**config.mk**
```make
export PLATFORM = sky130hd
export DESIGN_NAME = cv32e40p_mult_fault_monitor
export DESIGN_NICKNAME = d
export VERILOG_FILES = /design/src/rtl/cv32e40p_mult_fault_monitor.sv
export SDC_FILE = /design/constraint.sdc
export NUM_CORES = 1
export LEC_CHECK = 0
export ABC_CLOCK_PERIOD_IN_PS = 3110
export BUFFER_PORTS_ARGS = -buffer_cell sky130_fd_sc_hd__buf_2
export CORE_MARGIN = 4
export CORE_UTILIZATION = 40
export CTS_BUF_LIST = sky130_fd_sc_hd__clkbuf_4
export DETAILED_ROUTE_END_ITERATION = 10
export GPL_TIMING_DRIVEN = 0
export PLACE_DENSITY_LB_ADDON = 0.08
export SLEW_MARGIN = 30
export SYNTH_ARGS = -nofsm -noshare
export SYNTH_HDL_FRONTEND = slang
export SYNTH_SLANG_ARGS = --single-unit
```
**constraint.sdc**
```tcl
create_clock -name clk -period 3.11 [get_ports clk]
set_input_delay 0.1555 -clock clk [delete_from_list [all_inputs] [get_ports clk]]
set_output_delay 0.1555 -clock clk [all_outputs]
set_load 0.01 [all_outputs]
```
**src/rtl/cv32e40p_mult_fault_monitor.sv**
```systemverilog
// rtl/cv32e40p_mult_fault_monitor.sv - fault classifier for the triplicated multiplier voters
//
// Watches the voter disagreement flags, qualifies them with multiplier
// completion and classifies faults as transient (SUSPECT) or persistent.
// Purely observational: nothing here feeds back into the multiplier.
//
// Ports:
//   clk, rst_n         core clock, asynchronous active-low reset
//   enable_i           multiplier enable
//   mult_ready_i       voted multiplier ready
//   ex_ready_i         EX stage ready
//   result_faulty_i    per-bit disagreement mask of the result voter
//   ctrl_faulty_i      [0] multicycle, [1] mulh_active, [2] ready disagreement
//   clear_i            synchronous clear of counters, bitmap and state
//   fault_cnt_o        saturating count of faulty completions
//   done_cnt_o         saturating count of all completions
//   ctrl_fault_cnt_o   saturating count of enabled cycles with any ctrl fault
//   fault_bitmap_o     sticky OR of result masks over faulty completions
//   state_o            0=OK, 1=SUSPECT, 2=PERSISTENT
//   persistent_o       high while PERSISTENT
//   alarm_o            one-cycle pulse on entry to SUSPECT or PERSISTENT
module cv32e40p_mult_fault_monitor #(
  parameter int CNT_W          = 16,
  parameter int PERSIST_THRESH = 4,
  parameter int CLEAN_WINDOW   = 8
) (
  input  logic             clk,
  input  logic             rst_n,
  input  logic             enable_i,
  input  logic             mult_ready_i,
  input  logic             ex_ready_i,
  input  logic [31:0]      result_faulty_i,
  input  logic [2:0]       ctrl_faulty_i,
  input  logic             clear_i,
  output logic [CNT_W-1:0] fault_cnt_o,
  output logic [CNT_W-1:0] done_cnt_o,
  output logic [CNT_W-1:0] ctrl_fault_cnt_o,
  output logic [31:0]      fault_bitmap_o,
  output logic [1:0]       state_o,
  output logic             persistent_o,
  output logic             alarm_o
);

  localparam int CF_W = $clog2(PERSIST_THRESH + 1);
  localparam logic [CNT_W-1:0] CNT_MAX   = '1;
  localparam logic [CF_W-1:0]  CF_THRESH = CF_W'(PERSIST_THRESH);
  localparam logic [CF_W-1:0]  CF_LAST   = CF_W'(PERSIST_THRESH - 1);
  localparam logic [7:0]       CR_LAST   = 8'(CLEAN_WINDOW - 1);

  typedef enum logic [1:0] {
    ST_OK      = 2'd0,
    ST_SUSPECT = 2'd1,
    ST_PERSIST = 2'd2
  } state_e;

  state_e           state_q, state_d;
  logic [CNT_W-1:0] fault_cnt_q, fault_cnt_d;
  logic [CNT_W-1:0] done_cnt_q, done_cnt_d;
  logic [CNT_W-1:0] ctrl_cnt_q, ctrl_cnt_d;
  logic [31:0]      bitmap_q, bitmap_d;
  logic [CF_W-1:0]  consec_q, consec_d;
  logic [7:0]       clean_q, clean_d;
  logic             alarm_q, alarm_d;
  logic             enter_alarm;

  logic done, faulty, clean, ctrl_evt;

  // Result flags only matter at completion; intermediate multicycle
  // values are not architectural, so 'done' gates them first.
  assign done     = enable_i & mult_ready_i & ex_ready_i;
  assign faulty   = done & ((|result_faulty_i) | ctrl_faulty_i[2]);
  assign clean    = done & ~faulty;
  assign ctrl_evt = enable_i & (|ctrl_faulty_i);

  // State register
  always_ff @(posedge clk or negedge rst_n) begin
    if (!rst_n) begin
      state_q     <= ST_OK;
      fault_cnt_q <= '0;
      done_cnt_q  <= '0;
      ctrl_cnt_q  <= '0;
      bitmap_q    <= '0;
      consec_q    <= '0;
      clean_q     <= '0;
      alarm_q     <= 1'b0;
    end else begin
      state_q     <= state_d;
      fault_cnt_q <= fault_cnt_d;
      done_cnt_q  <= done_cnt_d;
      ctrl_cnt_q  <= ctrl_cnt_d;
      bitmap_q    <= bitmap_d;
      consec_q    <= consec_d;
      clean_q     <= clean_d;
      alarm_q     <= alarm_d;
    end
  end

  // Next-state logic
  always_comb begin
    state_d     = state_q;
    fault_cnt_d = fault_cnt_q;
    done_cnt_d  = done_cnt_q;
    ctrl_cnt_d  = ctrl_cnt_q;
    bitmap_d    = bitmap_q;
    consec_d    = consec_q;
    clean_d     = clean_q;
    enter_alarm = 1'b0;

    if (clear_i) begin
      // Clear wins over any event in the same cycle.
      state_d     = ST_OK;
      fault_cnt_d = '0;
      done_cnt_d  = '0;
      ctrl_cnt_d  = '0;
      bitmap_d    = '0;
      consec_d    = '0;
      clean_d     = '0;
    end else begin
      if (done && done_cnt_q != CNT_MAX)    done_cnt_d  = done_cnt_q + 1'b1;
      if (faulty && fault_cnt_q != CNT_MAX) fault_cnt_d = fault_cnt_q + 1'b1;
      if (ctrl_evt && ctrl_cnt_q != CNT_MAX) ctrl_cnt_d = ctrl_cnt_q + 1'b1;
      if (faulty) bitmap_d = bitmap_q | result_faulty_i;

      // Run counters hold at their ceiling so PERSISTENT can run forever.
      if (faulty) begin
        consec_d = (consec_q == CF_THRESH) ? consec_q : consec_q + 1'b1;
        clean_d  = '0;
      end else if (clean) begin
        consec_d = '0;
        clean_d  = (clean_q == 8'hFF) ? clean_q : clean_q + 1'b1;
      end

      case (state_q)
        ST_OK: begin
          if (faulty) begin
            state_d     = (PERSIST_THRESH == 1) ? ST_PERSIST : ST_SUSPECT;
            enter_alarm = 1'b1;
          end
        end
        ST_SUSPECT: begin
          if (faulty && consec_q == CF_LAST) begin
            state_d     = ST_PERSIST;
            enter_alarm = 1'b1;
          end else if (clean && clean_q == CR_LAST) begin
            state_d  = ST_OK;
            consec_d = '0;
            clean_d  = '0;
          end
        end
        ST_PERSIST: ;
        default: state_d = ST_OK;
      endcase
    end
  end

  // Output logic. A transition directly after one that already pulsed is
  // folded into the pulse in flight so alarm_o never holds two cycles.
  always_comb begin
    alarm_d      = enter_alarm & ~alarm_q;
    persistent_o = (state_q == ST_PERSIST);
  end

  assign state_o          = state_q;
  assign alarm_o          = alarm_q;
  assign fault_cnt_o      = fault_cnt_q;
  assign done_cnt_o       = done_cnt_q;
  assign ctrl_fault_cnt_o = ctrl_cnt_q;
  assign fault_bitmap_o   = bitmap_q;

endmodule

```
# [Word-level counts from Yosys, hierarchy flattened]
# Index checks and enable logic that the tools add are counted.
# Widths: inputs -> output; s select.
[word_totals] register_bits=94 in_bits=41 output_inout_bits=84 wordCells=79
[classes] addsub=5 eq_ne=12 mux=31 bitwise_logic=10 reduce_logical=13
[ops] operator="$mux 16" count=6
[ops] operator="$mux 32" count=2
[ops] operator="$mux 8" count=7
[ops] operator="$add 16x1->16 const B" count=3
[ops] operator="$ne 16x16->1 const B" count=3
[ops] operator="$or 32x32->32" count=1
[ops] operator="$reduce_or 32->1" count=1
[ops] operator="$mux 3" count=7
[ops] operator="$add 8x1->8 const B" count=1
[ops] operator="$eq 8x3->1 const B" count=1
[ops] operator="$eq 8x8->1 const B" count=1
[ops] operator="$mux 2" count=4
[ops] operator="$reduce_bool 2->1" count=4
[ops] operator="$and 1x1->1" count=6
[ops] operator="$pmux 2 s3" count=1
[ops] operator="$logic_and 1x1->1" count=5
[ops] operator="$ne 4x4->1 const B" count=1
[ops] operator="$add 3x1->3 const B" count=1
[ops] operator="$eq 3x2->1 const B" count=1
[ops] operator="$eq 3x3->1 const B" count=1
[ops] operator="$mux 1" count=3
[ops] operator="$ne 3x3->1 const B" count=1
[ops] operator="$reduce_and 3->1" count=1
[ops] operator="$reduce_or 3->1" count=1
[ops] operator="7 further kinds" count=8

# [Longest topological paths before layout]
[logic_depth] word_depth=11 depth_mapped=7 mapped_depth_nobuf=6

# [Worst setup path before layout]
# Ideal clock, no wire load.
[synth_timing] kind="reg-to-reg" start="register fault_cnt_q[0] (netlist: fault_cnt_o[0])" end="register fault_cnt_q[2] (netlist: fault_cnt_o[2])" setup_ps=78 arrival_ps=1813 t_required_ps=3032 setup_slack_ps=1219 path_stages_with_launch=8 n_path_buf=1 period_less_slack_ps=1891 path_cell_list="dfrtp_1 -> ha_1 -> and3_1 -> nand3_1 -> o21ai_1 -> clkbuf_1 -> or4_1 -> a21oi_1"
[synth_via] elab_chain_len=3 word_cells_on_any_way=6 classes_between="add/sub (1); eq/ne (1); mux (2); reduce/logical (2)"
[synth_lines] element="start: declaration" line="57" rtl="logic [CNT_W-1:0] fault_cnt_q, fault_cnt_d;"
[synth_lines] element="start signal: assignment" line="88" rtl="fault_cnt_q <= fault_cnt_d;"
[synth_lines] element="$add 16x1->16 or $ne 16x16->1 (tied branches)" line="120" rtl="if (faulty && fault_cnt_q != CNT_MAX) fault_cnt_d = fault_cnt_q + 1'b1;"
[synth_lines] element="$mux 16 or $logic_and 1x1->1 (tied branches)" line="120"
[synth_lines] element="$mux 16 or $reduce_bool 2->1 (tied branches)"
# Several ways; a longest one is shown, not always the timed one. The select of a mux whose other input is x is not followed.
# A chain may end at the register's enable or synchronous reset.

# [Final worst setup path]
[layout_timing] start="input result_faulty_i[13]" end="register clean_q[7]"
[layout_via] elab_chain_len=11 word_cells_on_any_way=13 classes_between="mux (6); bitwise (4); reduce/logical (3)"
[layout_lines] element="start: declaration" line="32" rtl="input logic [31:0] result_faulty_i,"
[layout_lines] element="$reduce_or 32->1 *" line="71" rtl="assign faulty = done & ((|result_faulty_i) | ctrl_faulty_i[2]);"
[layout_lines] element="$or 1x1->1 *" line="71"
[layout_lines] element="$and 1x1->1 *" line="71"
[layout_lines] element="$not 1->1" line="72" rtl="assign clean = done & ~faulty;"
[layout_lines] element="$and 1x1->1" line="72"
[layout_lines] element="$mux 8" line="128" rtl="end else if (clean) begin"
[layout_lines] element="$mux 8" line="125" rtl="if (faulty) begin"
[layout_lines] element="$mux 8" line="144" rtl="end else if (clean && clean_q == CR_LAST) begin"
[layout_lines] element="$mux 8" line="141" rtl="if (faulty && consec_q == CF_LAST) begin"
[layout_lines] element="$mux 8 *" line="133" rtl="case (state_q)"
[layout_lines] element="$mux 8 *" line="109" rtl="if (clear_i) begin"
[layout_lines] element="net clean_d[7]" line="62" rtl="logic [7:0] clean_q, clean_d;"
[layout_lines] element="end signal: assignment" line="93" rtl="clean_q <= clean_d;"
[layout_lines] element="end: declaration" line="62"
# Mark *: on every way through the listed nets, which the timed path passes. The rest lies on a longest branch.

==> results.yml <==
place:
  io_buffer_count: 124
  place_ws_ns: 0.6424
  gp_congestion: 0.8490
  dpl.hpwl_um: 9449
timing:
  timing.hold.ws_ns: 0.06190
  slew_violations: 0
  timing.final.crit_share: 0.8264
  setup_ws_ns: 0.5398
  rsz0062_at_grt: "no"
  fin_skew_ns: 0.01033
  finalCriticalPeriod_ns: 2.570
  slew-limit-headroom: 0.4410
  final_hold_viol_count: 0
  setup_violations: 0
  worst_slew_pin_slew_ns: 0.8314
  tns_ns: 0
  max_freq_mhz: 389.1
global_routing:
  grt_max_degree: 51
  grt_pass1_vias: 4306
  grtUsageTotal: 0.2064
  antenna_found_initial: 0
  grt_overflow: 0
  grt_pass1_wl_um: 21840
critical_path:
  cp_max_fo: 10
  start_kind: "input port"
  crit_arrival_ns: 2.94
  slowest_stage: "dlygate4sd3_1"
  cp_cell_sequence: "dlygate4sd3_1 -> buf_2 -> nor4_1 -> nand4_1 -> nor3_1 -> clkbuf_1 -> o221ai_1 -> nor3_1"
  cp.required_ns: 3.48
  r2r_slack_ns: 0.76
  crit_path_end_kind: "flop"
  cp_common_cell: "nor3_1"
  critPathMaxStageDelay_ns: 0.54
  crit_type: "in -> reg"
drt:
  drt-total-wl_um: 13280
  num_vias: 4335
  post_drt_wl_per_cell_um: 16.90
  dr.pass1.iters: 4
  vias_per_cell: 5.515
  drt_first_iter_violations: 225
  drc: 0
  drtAntennaViolNets: 0
floorplanning:
  die_h_um: 115.9
  die_area_um2: 13440
  io_pins: 125
  die_x_um: 115.9
  start_util: 0.4081
  fp-row-count: 39
  coreArea_um2: 11420
final_layout:
  final_common_cell: "buf_2"
  diodes: 0
  drive_above_1_share: 0.2348
  nNetsFinal: 686
  syn_to_final_growth_pct: 28.33
  mostFrequentLayoutCells: "buf_2, dfrtp_1, nor2_1"
  post-route-util: 0.5237
hold_path:
  hold_path.class: "in -> reg"
logic_synthesis:
  ys_async_sr_fraction: 1.000
  synth_seq_cells: 94
  synth.avg_cell_area_um2: 9.935
  syn_inst: 469
  synth_cell_types: 52
  synth_edf_count: 0
  synth_fp_nets: 517
  ys.flop_type: "dfrtp_1"
  yosysSeqAreaShare: 0.5048
  yosysWarnings: 0
  netlist_area_um2: 4659
clocking:
  cts_root_buffer: "clkbuf_4"
  clkTransAtPathRegs_ns: 0.13
  cts_buffers: 9
  clk_latency_ns: 0.46
  cts_max_level: 3
  clockBufferDepth: 2
  cts_resized: 0
  cts_setup_buffers: 0
  clkSinkCount: 94
  holdBufCountCts: 33
  cts_tree: "yes"
power:
  p_per_area_nw_per_um2: 373.3
  ir_drop_mv: 0.2226
  leakage_nw: 2.783
  finalPower_mw: 2.232
outcome:
  outcome: "finished clean"
job:
  cap_violations: 0
[metal layers]
metal  wire [um]  GRT usage
met1        5897     0.2744
met2        6463     0.3253
met3         533    0.03969
met4         389    0.09899
met5           0          0
[worst paths after layout]
check,depth (start not counted),start,to
worst max register to register,7,fault_cnt_o[7],fault_cnt_o[2]
min in group asynchronous,2,rst_n,fault_cnt_o[1]
worst max-delay path,8,result_faulty_i[13],clean_q[7]
worst min-delay path,3,clear_i,fault_cnt_o[7]
worst min register to register,1,alarm_o,alarm_o
max in group asynchronous,3,rst_n,done_cnt_o[5]
[stage by stage]
stage                     instance area (um2)  cells
after floorplan                          4659    469
after global placement                   5459    736
after detailed placement                 5493    737
after CTS                                5979    786
after global routing                     5979    786
final                                    5979    786
[worst max-delay path, delay by kind of cell]
| kind | cells | cell delay, ns |
|---|---|---|
| AND/OR/NAND/NOR | 4 | 1.28 |
| buffers and inverters | 3 | 1.08 |
| AO/OA/AOI/OAI | 1 | 0.42 |
[final cells by class]
class / count / area [um2]
inverters: 10 / 37.54
repair buffers: 158 / 984.7
clock buffers: 9 / 67.56
flip-flops and latches: 94 / 2352
well taps: 143 / 178.9
multi-input cells: 342 / 2173
fillers: 1112 / 5439
plain buffers: 23 / 96.34
clock inverters: 7 / 88.84
[sequential cells by signal, indices dropped and copies added, names as in the netlist]
name and flops:
fault_bitmap_o 32, ctrl_fault_cnt_o 16, done_cnt_o 16, fault_cnt_o 16
clean_q 8, consec_q 3, state_o 2, alarm_o 1
[synthesized netlist by cell type, types with 2 or more instances]
master     instances  area, um2
nand4_1           13      81.33
or4_1             14      105.1
mux2_2             2      22.52
nor2b_1            3      18.77
nor4b_1            2      17.52
a211oi_1           4      30.03
a311oi_1           2      17.52
or3_1              4      25.02
ha_1               7      87.58
nand2_1           24      90.09
nand3_1           31      155.2
a2111oi_0          2      17.52
o2111ai_1          2      17.52
o21ai_1            3      15.01
a22o_1            28      245.2
or2_2              3      18.77
o21ai_0            9      45.04
inv_1              9      33.78
clkbuf_1          20      75.07
nor4_1            14      87.58
and3_1             9      56.30
and4_1             3      26.28
nor3_1            15      75.07
xnor2_1           13      113.9
and2_1             4      25.02
mux2i_1            3      30.03
xor2_1            14      122.6
o31ai_1           14      105.1
nor3b_1            3      22.52
nor2_1            47      176.4
buf_2              2      10.01
o211ai_1           4      30.03
a31oi_1            3      18.77
a21oi_1           28      140.1
dfrtp_1           94       2352
[report_power, final]
| group | switching, mW | leakage (nW) | internal, mW |
|---|---|---|---|
| sequential | 0.0197 | 1.30 | 1.25 |
| clock | 0.417 | 0.0810 | 0.321 |
| combinational | 0.133 | 1.40 | 0.0963 |
[cell families after synthesis]
logic type | after synthesis | synth area share
buf+inv | 33 | 0.02873
flops | 94 | 0.5048
fa+ha+maj | 7 | 0.01880
simple gates | 197 | 0.2269
xor+xnor | 27 | 0.05075
compound gates | 106 | 0.1587
mux | 5 | 0.01128
Power figures use the tool's default switching activity.
